File: config.mk
export PLATFORM = sky130hd
export DESIGN_NAME = progmem_loader
export DESIGN_NICKNAME = d
export VERILOG_FILES = /design/src/rtl/progmem_loader.sv
export SDC_FILE = /design/constraint.sdc
export NUM_CORES = 1
export LEC_CHECK = 0
export ABC_AREA = 1
export ABC_CLOCK_PERIOD_IN_PS = 2000
export CORE_MARGIN = 1
export CORE_UTILIZATION = 56
export DETAILED_ROUTE_END_ITERATION = 6
export HOLD_SLACK_MARGIN = 0.06
export PLACE_DENSITY_LB_ADDON = 0.12
export SLEW_MARGIN = 10
export SYNTH_ARGS = -nofsm -noshare
export SYNTH_HDL_FRONTEND = slang
export SYNTH_SLANG_ARGS = --single-unit
File: constraint.sdc
create_clock -name clk -period 2 [get_ports clk]
set_input_delay 0.4 -clock clk [delete_from_list [all_inputs] [get_ports clk]]
set_output_delay 0.4 -clock clk [all_outputs]
set_load 0.005 [all_outputs]
File: src/rtl/progmem_loader.sv
// progmem_loader: framed UART byte stream -> little-endian 32-bit word writes on progmem port B.
// Define PROGMEM_LOADER_CHECKSUM_EN to require a trailing XOR checksum byte on every frame.
module progmem_loader #(
   parameter int         AWIDTH    = 14,
   parameter logic [7:0] SYNC_BYTE = 8'hA5
) (
   input  logic              clk,
   input  logic              rstn,
   input  logic [7:0]        rx_data,
   input  logic              rx_valid,
   output logic              rx_ready,
   output logic [AWIDTH-1:0] mem_addr,
   output logic [31:0]       mem_din,
   output logic              mem_we,
   output logic [3:0]        mem_en,
   output logic              busy,
   output logic              done,
   output logic              err
);

   typedef enum logic [3:0] {
      IDLE, ADDR0, ADDR1, LEN0, LEN1, DATA, WRITE,
`ifdef PROGMEM_LOADER_CHECKSUM_EN
      CHK,
`endif
      FIN
   } state_t;

`ifdef PROGMEM_LOADER_CHECKSUM_EN
   localparam state_t AFTER_DATA = CHK;
`else
   localparam state_t AFTER_DATA = FIN;
`endif

   state_t            state_reg;
   logic [AWIDTH-1:0] addr_reg;
   logic [15:0]       count_reg;
   logic [7:0]        lo_reg;
   logic [31:0]       word_reg;
   logic [1:0]        byte_cnt_reg;
   logic              rx_ready_reg;
   logic              mem_we_reg;
   logic              busy_reg;
   logic              done_reg;
   logic [AWIDTH-1:0] mem_addr_reg;
   logic [31:0]       mem_din_reg;
   logic              accept;
   logic [15:0]       field;
   logic [31:0]       word_full;

   assign accept    = rx_valid && rx_ready_reg;
   assign field     = {rx_data, lo_reg};
   assign word_full = {rx_data, word_reg[31:8]};

   assign rx_ready = rx_ready_reg;
   assign mem_addr = mem_addr_reg;
   assign mem_din  = mem_din_reg;
   assign mem_we   = mem_we_reg;
   assign busy     = busy_reg;
   assign done     = done_reg;

   generate
      for (genvar gi = 0; gi < 4; gi++) begin : g_en
         assign mem_en[gi] = mem_we_reg;
      end
   endgenerate

`ifdef PROGMEM_LOADER_CHECKSUM_EN
   logic [7:0] xor_reg;
   logic       err_reg;
   assign err = err_reg;
`else
   assign err = 1'b0;
`endif

   always_ff @(posedge clk or negedge rstn) begin
      if (!rstn) begin
         state_reg    <= IDLE;
         addr_reg     <= '0;
         count_reg    <= '0;
         lo_reg       <= '0;
         word_reg     <= '0;
         byte_cnt_reg <= '0;
         rx_ready_reg <= 1'b1;
         mem_we_reg   <= 1'b0;
         busy_reg     <= 1'b0;
         done_reg     <= 1'b0;
         mem_addr_reg <= '0;
         mem_din_reg  <= '0;
`ifdef PROGMEM_LOADER_CHECKSUM_EN
         xor_reg      <= '0;
         err_reg      <= 1'b0;
`endif
      end else begin
         // Strobes are single-cycle; branches below override these defaults.
         mem_we_reg   <= 1'b0;
         done_reg     <= 1'b0;
         rx_ready_reg <= 1'b1;
         case (state_reg)
            IDLE: if (accept && rx_data == SYNC_BYTE) begin
               state_reg <= ADDR0;
               busy_reg  <= 1'b1;
            end
            ADDR0: if (accept) begin
               lo_reg    <= rx_data;
               state_reg <= ADDR1;
            end
            ADDR1: if (accept) begin
               addr_reg  <= field[AWIDTH-1:0];
               state_reg <= LEN0;
            end
            LEN0: if (accept) begin
               lo_reg    <= rx_data;
               state_reg <= LEN1;
            end
            LEN1: if (accept) begin
               count_reg    <= field;
               byte_cnt_reg <= 2'd0;
               if (field == 16'd0) begin
                  state_reg    <= AFTER_DATA;
                  done_reg     <= (AFTER_DATA == FIN);
                  rx_ready_reg <= (AFTER_DATA != FIN);
               end else begin
                  state_reg <= DATA;
               end
            end
            DATA: if (accept) begin
               word_reg     <= word_full;
               byte_cnt_reg <= byte_cnt_reg + 2'd1;
               if (byte_cnt_reg == 2'd3) begin
                  state_reg    <= WRITE;
                  mem_we_reg   <= 1'b1;
                  rx_ready_reg <= 1'b0;
                  mem_addr_reg <= addr_reg;
                  mem_din_reg  <= word_full;
               end
            end
            WRITE: begin
               addr_reg  <= addr_reg + 1'b1;
               count_reg <= count_reg - 16'd1;
               if (count_reg != 16'd1) begin
                  state_reg <= DATA;
               end else begin
                  state_reg    <= AFTER_DATA;
                  done_reg     <= (AFTER_DATA == FIN);
                  rx_ready_reg <= (AFTER_DATA != FIN);
               end
            end
`ifdef PROGMEM_LOADER_CHECKSUM_EN
            CHK: if (accept) begin
               if (rx_data == xor_reg) begin
                  state_reg    <= FIN;
                  done_reg     <= 1'b1;
                  rx_ready_reg <= 1'b0;
               end else begin
                  state_reg <= IDLE;
                  busy_reg  <= 1'b0;
                  err_reg   <= 1'b1;
               end
            end
`endif
            FIN: begin
               state_reg <= IDLE;
               busy_reg  <= 1'b0;
            end
            default: begin
               state_reg <= IDLE;
               busy_reg  <= 1'b0;
            end
         endcase
`ifdef PROGMEM_LOADER_CHECKSUM_EN
         if (state_reg == IDLE && accept && rx_data == SYNC_BYTE) begin
            xor_reg <= 8'h00;
            err_reg <= 1'b0;
         end else if (accept && state_reg inside {ADDR0, ADDR1, LEN0, LEN1, DATA}) begin
            xor_reg <= xor_reg ^ rx_data;
         end
`endif
      end
   end

endmodule

==> run_results.csv <==
group,metric,value,unit
run_status,outcome,"finished clean",
power,switching_share,36.27,%
route,drtIter0Drc,366,
setup_path,crit_path_start_kind,"flip-flop",
setup_path,crit_chain,"clkdlybuf4s50_1",
global_route,antenna_found_initial,0,
route,via_per_inst,5.374,
power,p_seq_share,38.9,%
yosys,synthArstFlopShare,100.0,%
floorplanning,fp.dieArea,0.01031,mm²
setup_path,arrival,1.55,ns
global_route,grt_pass1_vias,4661,
clock_tree,htreeDepth,4,
floorplanning,initial_core_util,58.94,%
floorplanning,rows,35,
yosys,synth_cells,690,
route,final_antenna_net_count,0,
floorplanning,coreArea,0.009415,mm²
setup_path,critPathKind,"flip-flop to output pin",
power,p_per_area,1559,mW/mm²
layout,layout.nets,781,
power,peakVddDrop,0.0009220,V
route,wl,13.49,mm
place,dp_hpwl,9.448,mm
clock_tree,cts_tree,"done",
layout,num_antenna_cells,0,
clock_tree,cts_buffer_depth,2,
global_route,grt_pass1_wl,22.49,mm
timing,period_minus_slack,1.952,ns
floorplanning,io_pins,66,
power,p_sw,3.957,mW
floorplanning,die_height,101.5,µm
clock_tree,clkSlewWorstSetupHoldPaths,0.06,ns
setup_path,end_kind,"output pin",
place,port_buffers,64,
yosys,netlist_top_cells_count,"157 x nand2_1, 116 x dfrtp_1, 100 x nor2_1, 71 x inv_1, 66 x o21ai_0",
route,drc,0,
run,max_cap_violations,0,
clock_tree,post-cts-setup-buffers,0,
layout,postLayoutCoreUtil,74.33,%
yosys,ys.flop_type,"dfrtp_1",
yosys,synth_top_cell_area_share,52.31,%
yosys,synth_nets,705,
clock_tree,cts_buffers,17,
global_route,grt-ovfl-total,0,
yosys,seq_area_frac_synth,52.78,%
timing,rsz0062_at_grt,"no",
clock_tree,insertion_delay,0.52,ns
yosys,synth_area_leaders,"dfrtp_1 52%, nand2_1 11%, nor2_1 6.8%",
timing,finalHoldViolCount,0,
clock_tree,clock-sinks,117,
global_route,track_usage,28.99,%
timing,tns,0,ns
route,first_pass_iters,4,
clock_tree,clockRootBuffer,"clkbuf_8",
setup_path,required,1.60,ns
timing,skew,0.006470,ns
min_path,hp-class,"input pin to async pin",
timing,drv_slew,0,
yosys,synth_most_common_cell,"nand2_1",
setup_path,critical_path_peak_fanout,2,
power,p_clk_share,27.4,%
yosys,syn_area,0.005549,mm²
layout,drive_gt1_share,9.499,%
timing,finalCritPeriodShare,97.59,%
place,gp_congestion,0.8984,
yosys,yosysTopAreaCell,"dfrtp_1",
layout,synthToLayoutAreaGrowth,26.11,%
layout,largest_register_ffs,32,
setup_path,path_delay_family,"flip-flops",
power,pwr-share-comb,33.7,%
yosys,synth_edf_count,0,
setup_path,max_stage_delay,0.54,ns
power,power.internal,6.953,mW
floorplanning,die_x,101.5,µm
timing,fmax,0.5124,GHz
yosys,yosysWarnings,0,
yosys,synth_seq_cells,117,
timing,setup_viol,0,
setup_path,cp.buffers_inverters,1,
yosys,yosysUniqueCellTypes,37,
setup_path,slowest_stage,"dfstp_2",
global_route,grt_max_degree,63,
route,vias,4880,
yosys,postSynthAreaPerCell,8.042,µm²
power,p_leak,3.341,nW
route,wl_per_cell,14.86,µm
[logic make-up (layout without fill, tap and decap cells)]
family                     Yosys count  count (layout)  share of synthesized area [%]
AOI/OAI and AO/OA                  145             145                          13.80
xor gates and xnor gates             3               3                         0.4736
adders and majority gates            4               4                         0.9020
buffers and inverters              106             195                          8.546
DFF                                117             117                          52.78
other                                1               1                        0.06758
and+or+nand+nor                    314             314                          23.43
[power by group through the flow]
stage	Combinational [mW]	Clock, mW	Sequential, mW
2_1_floorplan	2.08	0	4.10
3_3_place_gp	3.48	0	4.23
3_5_place_dp	3.64	0	4.27
4_1_cts	3.69	3.02	4.24
5_1_grt	4.15	3.12	4.39
6_report	3.68	2.98	4.25
[layout by cell type (no fill, tap or decap), drive strengths merged]
cell           instances
nand2                161
dfrtp                116
nor2                 104
inv                   81
o21ai                 70
clkdlybuf4s50         63
a21oi                 63
nand3                 34
buf                   23
clkbuf                18
nand4                  7
nor3                   5
clkinv                 5
a31oi                  4
ha                     4
xor2                   3
o211ai                 3
nand3b                 2
bufinv                 2
clkinvlp               2
a21o                   1
o221ai                 1
a21boi                 1
or2                    1
o31ai                  1
o22ai                  1
conb                   1
dlygate4sd3            1
dfstp                  1
[final timing paths]
check / from / to / slack [ns] / cells past startpoint
worst max register to register: count_reg[0] / count_reg[10] / 0.31 / 10
worst max-delay path: rx_ready / rx_ready / 0.05 / 1
worst min register to register: word_reg[21] / word_reg[13] / 0.49 / 2
worst min-delay path: rstn / mem_din[7] / 0.31 / 2
max in group asynchronous: rstn / rx_ready / 1.02 / 3
min in group clk: word_reg[21] / word_reg[13] / 0.49 / 2
[per-layer routing]
metal / share of wire [%] / global-route usage (%) / up-vias
li1: - / - / 2368
met1: 43 / 37.78 / 2315
met2: 49 / 47.71 / 172
met3: 6.6 / 6.901 / 25
met4: 1.8 / 10.03 / 0
met5: 0 / 0 / -
[worst register-to-register path: stages (launching register included)]
cell and delay [ns]:
dfrtp_1 0.43, inv_1 0.14, ha_1 0.22, inv_1 0.05, nor2_1 0.14, nand2_1 0.10
nor2_1 0.25, nand3_1 0.11, nand2_1 0.08, nand2_1 0.05, nand2_1 0.06
[timing repair]
item | CTS | global route
gates resized for setup | 0 | 0
hold buffers | 1 | 0
endpoints found under the hold margin | 19 | 0
[through the flow]
step / power (mW) / std cells / cell area, µm² / setup slack (ns) / hold WS, ns
after detailed placement: 7.906 / 875 / 6400 / 0.04025 / 0.3078
final: 10.91 / 908 / 6998 / 0.04823 / 0.3116
after global routing: 11.66 / 908 / 6998 / 0.01180 / 0.3223
after global placement: 7.709 / 875 / 6400 / 0.1112 / 0.3080
after floorplan: 6.178 / 690 / 5549 / 0.5426 / 0.1044
after CTS: 10.95 / 908 / 6998 / 0.03330 / 0.3111
[cell type report]
cell class / instances / area [µm²]
Fill cell: 695 / 2417
Clock buffer: 18 / 417.9
Sequential cell: 117 / 2929
Tap cell: 129 / 161.4
Timing Repair Buffer: 87 / 888.4
Clock inverter: 14 / 170.2
Inverter: 76 / 285.3
Multi-Input combinational cell: 467 / 2146
Power figures use the tool's default switching activity.
